[src/rtl/uart_rx_fifo.sv]
// uart_rx_fifo: show-ahead circular byte buffer behind the UART receiver.
// Optional sticky overrun flag: define UART_RX_FIFO_OVERRUN_EN.
module uart_rx_fifo #(
  parameter int DATA_W   = 8,
  parameter int ADDR_W   = 4,
  parameter int AF_LEVEL = 12
) (
  input  logic              clk,
  input  logic              reset_n,
  input  logic              wr_tick,
  input  logic [DATA_W-1:0] wr_data,
  input  logic              rd_en,
  output logic [DATA_W-1:0] rd_data,
  output logic              empty,
  output logic              full,
  output logic              almost_full,
  output logic [ADDR_W:0]   level,
  input  logic              clr_overrun,
  output logic              overrun
);

  localparam int DEPTH = 1 << ADDR_W;
  localparam logic [ADDR_W:0] AF_LVL = (ADDR_W+1)'(AF_LEVEL);

  logic [DATA_W-1:0] mem_q [DEPTH];
  logic [ADDR_W:0]   wr_ptr_q, wr_ptr_d;
  logic [ADDR_W:0]   rd_ptr_q, rd_ptr_d;
  logic              pop_ok;
  logic              wr_ok;
  logic              drop;

  assign empty = (wr_ptr_q == rd_ptr_q);
  assign full  = (wr_ptr_q[ADDR_W-1:0] == rd_ptr_q[ADDR_W-1:0])
              && (wr_ptr_q[ADDR_W] != rd_ptr_q[ADDR_W]);
  assign level = wr_ptr_q - rd_ptr_q;
  assign almost_full = (level >= AF_LVL);
  assign rd_data = mem_q[rd_ptr_q[ADDR_W-1:0]];

  // A pop frees the slot a same-cycle write needs when full.
  assign pop_ok = rd_en & ~empty;
  assign wr_ok  = wr_tick & (~full | pop_ok);
  assign drop   = wr_tick & ~wr_ok;

  // Pointer next-state: each advances by one on an accepted access.
  always_comb begin
    wr_ptr_d = wr_ptr_q;
    rd_ptr_d = rd_ptr_q;
    if (wr_ok)  wr_ptr_d = wr_ptr_q + 1'b1;
    if (pop_ok) rd_ptr_d = rd_ptr_q + 1'b1;
  end

  // Pointer registers; reset empties the buffer at once.
  always_ff @(posedge clk or negedge reset_n) begin
    if (!reset_n) begin
      wr_ptr_q <= '0;
      rd_ptr_q <= '0;
    end else begin
      wr_ptr_q <= wr_ptr_d;
      rd_ptr_q <= rd_ptr_d;
    end
  end

  // Storage array is deliberately left unreset.
  always_ff @(posedge clk) begin
    if (wr_ok) mem_q[wr_ptr_q[ADDR_W-1:0]] <= wr_data;
  end

`ifdef UART_RX_FIFO_OVERRUN_EN
  logic ovr_q, ovr_d;

  // Sticky drop flag; a new drop beats a coincident clear.
  always_comb begin
    ovr_d = ovr_q;
    if (clr_overrun) ovr_d = 1'b0;
    if (drop)        ovr_d = 1'b1;
  end

  // Overrun flag register.
  always_ff @(posedge clk or negedge reset_n) begin
    if (!reset_n) ovr_q <= 1'b0;
    else          ovr_q <= ovr_d;
  end

  assign overrun = ovr_q;
`else
  logic unused_ovr;

  assign unused_ovr = clr_overrun | drop;
  assign overrun    = 1'b0;
`endif

endmodule

[config.mk]
export PLATFORM = sky130hd
export DESIGN_NAME = uart_rx_fifo
export DESIGN_NICKNAME = d
export VERILOG_FILES = /design/src/rtl/uart_rx_fifo.sv
export SDC_FILE = /design/constraint.sdc
export NUM_CORES = 1
export LEC_CHECK = 0
export CAP_MARGIN = 25
export CORE_MARGIN = 2
export CORE_UTILIZATION = 60
export CTS_BUF_LIST = sky130_fd_sc_hd__clkbuf_2 sky130_fd_sc_hd__clkbuf_4 sky130_fd_sc_hd__clkbuf_8
export CTS_CLUSTER_SIZE = 28
export DETAILED_ROUTE_END_ITERATION = 10
export PLACE_DENSITY = 0.86
export SYNTH_ARGS = -nofsm -noshare
export SYNTH_HDL_FRONTEND = slang
export SYNTH_SLANG_ARGS = --single-unit
[constraint.sdc]
create_clock -name clk -period 6.7 [get_ports clk]
set_clock_uncertainty 0.05 [all_clocks]
set_input_delay 2.01 -clock clk [delete_from_list [all_inputs] [get_ports clk]]
set_output_delay 2.01 -clock clk [all_outputs]
set_load 0.1 [all_outputs]
==> metrics.cfg, run 1 <==
[clock_network]
htree_levels=4
cts_setup_buffers=0
cts_root_buf=clkbuf_8
clockBufferDepth=2
postCtsResizedCells=0
clk_latency_ns=0.42
hold_buffers=0
cts_tree=built
clk_pin_slew_ns=0.08
cts.sinks=138
cts_buffers=17

[sta]
rsz0062_at_grt=false
fin_tns_setup_ns=0
fin_crit_ns=5.65
timing.fmax_mhz=177
post-route-period-util_pct=84.4
setup_viol=0
hold_ws_ns=0.494
tightest_slew_ns=0.999
drv_slew=0
hold_violations=0
relSlewSlack_pct=33.2
fin_ws_ns=1.05

[grt]
grt_pass1_vias=2927
antenna_found_initial=0
grt_max_degree=25
grt_overflow=0
grt_use_total_pct=22.1
grt_pass1_wl_um=16300

[die]
die_w_um=102
row_count=35
io_pins=30
die_area_mm2=0.0104
initial_core_util_pct=61.9
core_area_mm2=0.00928
die_h_um=102

[placed_design]
dp_cells=448
portBuffers=27
dp_hpwl_um=7010
place_ws_ns=1.55
place_congestion=0.783

[route]
vias_per_cell=6.03
vias=2887
first_pass_iters=5
wl_um=10200
routedWlPerCell_um=21.3
drc=0
dr.first_iter.drc_count=253
drtAntennaViolNets=0

[setup_path]
reg2regPathDepth=6
critPathLaunchType=flop
path_class=reg -> out
worstPathArrival_ns=3.59
worstSetupEndpointType=output pin
cp.required_ns=4.64
path_max_fanout=19

[cells_and_area]
nets=361
fillers=562
num_antenna_cells=0
final_cells=479
synthToLayoutAreaGrowth_pct=12.5
layout-drive-gt1-share_pct=13.1

[synth]
ys_top_cells_by_count=edfxtp_1 (128), mux2i_1 (24), mux4_1 (16)
yosysUniqueCellTypes=38
synth_flop_cell=edfxtp_1
syn-cell-area_mm2=0.00575
yosysSeqAreaShare_pct=71.2
ys_async_sr_fraction_pct=7.25
synth_cells=304
syn_nets=327
yosysTopAreaCell=edfxtp_1
ys_ff_latch=138
avgSynthCellArea_um2=18.9
synth_top_area_share_pct=66.9
yosys_warnings=0
synth.most_common_cell=edfxtp_1
ys_top_cells_by_area=edfxtp_1 (67%), mux4_1 (7.3%), dfrtp_1 (4.4%)
synth_edf_count=128

[flow_run]
maxCapViolCount=0

[outcome]
status=finished, final reports clean

[worst_hold_path]
hp-class=reg -> reg
hold_depth=1

worst max-delay path, cell delays in order, from the launching register on:
cell and delay [ns]:
dfrtp_1 0.68, buf_4 0.44, mux4_1 0.70, a32oi_1 0.25, o21ai_1 0.12, clkdlybuf4s50_1 0.99
logic make-up after synthesis:
logic type	count (synthesis)	share of synthesized area [%]
flops	138	71.2
other cells	1	0.0652
fa+ha+maj	10	2.31
buf+inv	25	2.35
simple gates	36	3.50
mux	48	14.6
compound gates	34	4.11
xor+xnor	12	1.83
worst paths after layout:
check	start	slack (ns)	end
setup reg to reg	rd_ptr_q[3]	3.83	mem_q[11][2]
max in group asynchronous	reset_n	4.39	rd_ptr_q[1]
hold / removal	wr_ptr_q[4]	0.49	wr_ptr_q[4]
hold reg to reg	wr_ptr_q[4]	0.49	wr_ptr_q[4]
setup / recovery	rd_ptr_q[0]	1.05	rd_data[1]
min in group asynchronous	reset_n	1.86	rd_ptr_q[3]
stage by stage:
step / utilization, % / cell area (um^2)
after floorplan: - / 5750
after global placement: 65.7 / 6100
after detailed placement: 65.7 / 6100
after CTS: 69.7 / 6470
after global routing: 69.7 / 6470
final: 69.7 / 6470
sequential cells by signal, summed over array words and instances, names as in the netlist:
signal,cells
wr_ptr_q,5
mem_q,128
rd_ptr_q,5
cells in the final DEF (no fill, tap or decap), types with 2 or more instances in the layout:
cell / synthesis / routed
mux2i_1: 24 / 24
clkinv_2: 0 / 2
nand4_1: 4 / 4
dfrtp_1: 10 / 9
and3_1: 9 / 9
mux4_2: 8 / 8
a32oi_1: 8 / 8
inv_6: 0 / 6
o21ai_0: 3 / 3
clkdlybuf4s50_1: 0 / 25
xnor2_1: 10 / 10
clkinvlp_4: 0 / 2
buf_4: 2 / 4
nor2_1: 6 / 6
mux4_1: 16 / 16
and2_1: 8 / 8
edfxtp_1: 128 / 128
a22oi_1: 8 / 8
xor2_1: 2 / 2
inv_1: 10 / 10
o21ai_1: 8 / 8
clkbuf_8: 0 / 17
o31ai_1: 2 / 2
clkinv_4: 0 / 2
ha_1: 9 / 9
nand2_1: 4 / 4
per-layer routing:
metal,part of all wire (%),global-route usage (%)
met5,0,0
met4,1.2,7.79
met3,6.5,4.92
met2,52,35.9
met1,41,30.2
layout make-up:
type	instances	area [um^2]	share of cell area, %
Tap cell	129	161	2.50
Clock buffer	17	234	3.62
Sequential cell	138	4100	63.3
Timing Repair Buffer	29	280	4.33
Clock inverter	14	136	2.11
Multi-Input combinational cell	141	1520	23.5
Inverter	11	41.3	0.638
Power of run 1 is left out: the tool's default activity adds up to more than one toggle a clock period on the data nets, which glitch-free logic cannot reach.
==> run 2: changes to the inputs <==
==> constraint.sdc (replaced) <==
create_clock -name clk -period 5.4 [get_ports clk]
set_clock_uncertainty 0.05 [all_clocks]
set_input_delay 1.62 -clock clk [delete_from_list [all_inputs] [get_ports clk]]
set_output_delay 1.62 -clock clk [all_outputs]
set_load 0.1 [all_outputs]
==> run 2 against run 1 <==
Against the previous run: via count increased by 0.10%; routed wire length increased by 5.2%; non-clock buffer count unchanged; sequential share of layout area about the same; first-iteration DRC count decreased by 19%; global-route usage increased by 0.71 points; critical path depth unchanged; register-to-register slack got worse by 1.4 ns; cell count increased by 0.21%; utilization about the same; cell area about the same; worst hold slack got worse by 0.0088 ns; largest cell class unchanged; highest routed layer unchanged.
==> metrics.cfg, run 2 (same netlist as run 1, synthesis figures left out) <==
[sta]
relSlewSlack_pct=47.7  ; +14 points
drv_slew=0  ; unchanged
hold_violations=0  ; unchanged
timing.fmax_mhz=215
fin_ws_ns=0.757  ; -0.289 ns
post-route-period-util_pct=86.0
tightest_slew_ns=0.785  ; -0.214 ns
setup_viol=0  ; unchanged
fin_tns_setup_ns=0  ; unchanged
fin_crit_ns=4.64
rsz0062_at_grt=false

[die]
die_h_um=102  ; unchanged
row_count=35  ; unchanged
die_w_um=102  ; unchanged
die_area_mm2=0.0104  ; unchanged
core_area_mm2=0.00928  ; unchanged
io_pins=30  ; unchanged
initial_core_util_pct=61.9  ; unchanged

[cells_and_area]
regArea_mm2=0.00410  ; unchanged
mostFrequentLayoutCell=edfxtp_1
num_antenna_cells=0  ; unchanged
nets=361  ; unchanged
largest_reg_flops=128  ; unchanged
multiInputGateArea_mm2=0.00153  ; +0.33%
fillers=603  ; +7.3%
synthToLayoutAreaGrowth_pct=12.5  ; about the same
layout_common_cells=edfxtp_1 (128), mux2i_1 (24), buf_4 (18), clkbuf_8 (17), mux4_1 (16)
layout-drive-gt1-share_pct=17.7  ; +4.5 points

[grt]
grt_overflow=0  ; unchanged
grt_use_met3_pct=7.52  ; +2.6 points
grt_pass1_vias=2991  ; +2.2%
met1_usage_pct=30.1  ; -0.046 points
grt_use_total_pct=22.8  ; +0.71 points
met2_usage_pct=36.7  ; +0.86 points
grt_max_degree=30  ; +20%
grt.busiest_layer=met2
antenna_found_initial=0  ; unchanged
grt_pass1_wl_um=16500  ; +1.7%

[route]
vias=2890  ; +0.10%
routedWlPerCell_um=22.4  ; +4.9%
dr.first_iter.drc_count=206  ; -19%
first_pass_iters=4  ; -1
vias_per_cell=6.02  ; -0.10%
drc=0  ; unchanged
drtAntennaViolNets=0  ; unchanged
wl_um=10700  ; +5.2%

[clock_network]
clk_latency_ns=0.43  ; about the same
clk_pin_slew_ns=0.08  ; about the same
cts_setup_buffers=0  ; unchanged
cts_root_buf=clkbuf_8
cts.sinks=138  ; unchanged
hold_buffers=0  ; unchanged
cts_tree=built
cts_buffers=17  ; unchanged
clockBufferDepth=2  ; unchanged
htree_levels=4  ; unchanged
postCtsResizedCells=0  ; unchanged

[setup_path]
cp.required_ns=3.73  ; -0.91 ns
rr_startpoint=rd_ptr_q[1]
worstSetupEndpointType=output pin
worstSetupStartpoint=rd_ptr_q[0]
critPathLaunchType=flop
path_max_fanout=16  ; -3
path_class=reg -> out
worstPathArrival_ns=2.97  ; -0.62 ns

[worst_hold_path]
holdCritStartpoint=rd_ptr_q[4]
hp-class=reg -> reg

[placed_design]
portBuffers=27  ; unchanged
dp_hpwl_um=7010  ; about the same
place_ws_ns=1.21  ; -0.343 ns
place_congestion=0.800  ; +2.2%

[outcome]
status=finished, final reports clean

[flow_run]
maxCapViolCount=0  ; unchanged

-- run 2: layer usage --
metal / up-vias / share of wire [%]
met5: - / 0
met4: 0 / 1.3
met3: 16 / 5.0
met2: 89 / 51
met1: 1482 / 42
li1: 1303 / -
-- run 2: final cells by class --
type | count | area share (%)
Clock buffer | 18 | 3.73
Multi-Input combinational cell | 141 | 23.6
Clock inverter | 14 | 2.48
Tap cell | 129 | 2.49
Inverter | 11 | 0.638
Sequential cell | 138 | 63.3
Timing Repair Buffer | 29 | 3.79
-- run 2: critical path, stage by stage (launching register included) --
cell and delay (ns):
dfrtp_1 0.86, buf_4 0.41, mux4_1 0.67, a32oi_1 0.19
o21ai_1 0.13, buf_4 0.26
-- run 2: path summary, 6_finish.rpt --
kind,to,slack (ns),cells after the start
max reg2reg,mem_q[9][4],2.41,6
max in group asynchronous,rd_ptr_q[1],3.50,1
max,rd_data[4],0.76,5
min reg2reg,rd_ptr_q[4],0.48,1
min in group asynchronous,wr_ptr_q[1],1.45,1
min,rd_ptr_q[4],0.48,1
-- run 2: per-stage QoR --
step	cells	cell area, um^2	hold slack [ns]	util [%]
finish	480	6470	0.485	69.7
CTS	480	6470	0.487	69.7
global route	480	6470	0.522	69.7
floorplan	304	5750	0.451	-
detailed placement	448	6070	0.474	65.4
global placement	448	6070	0.467	65.4
Power of run 2 is left out for the same reason.
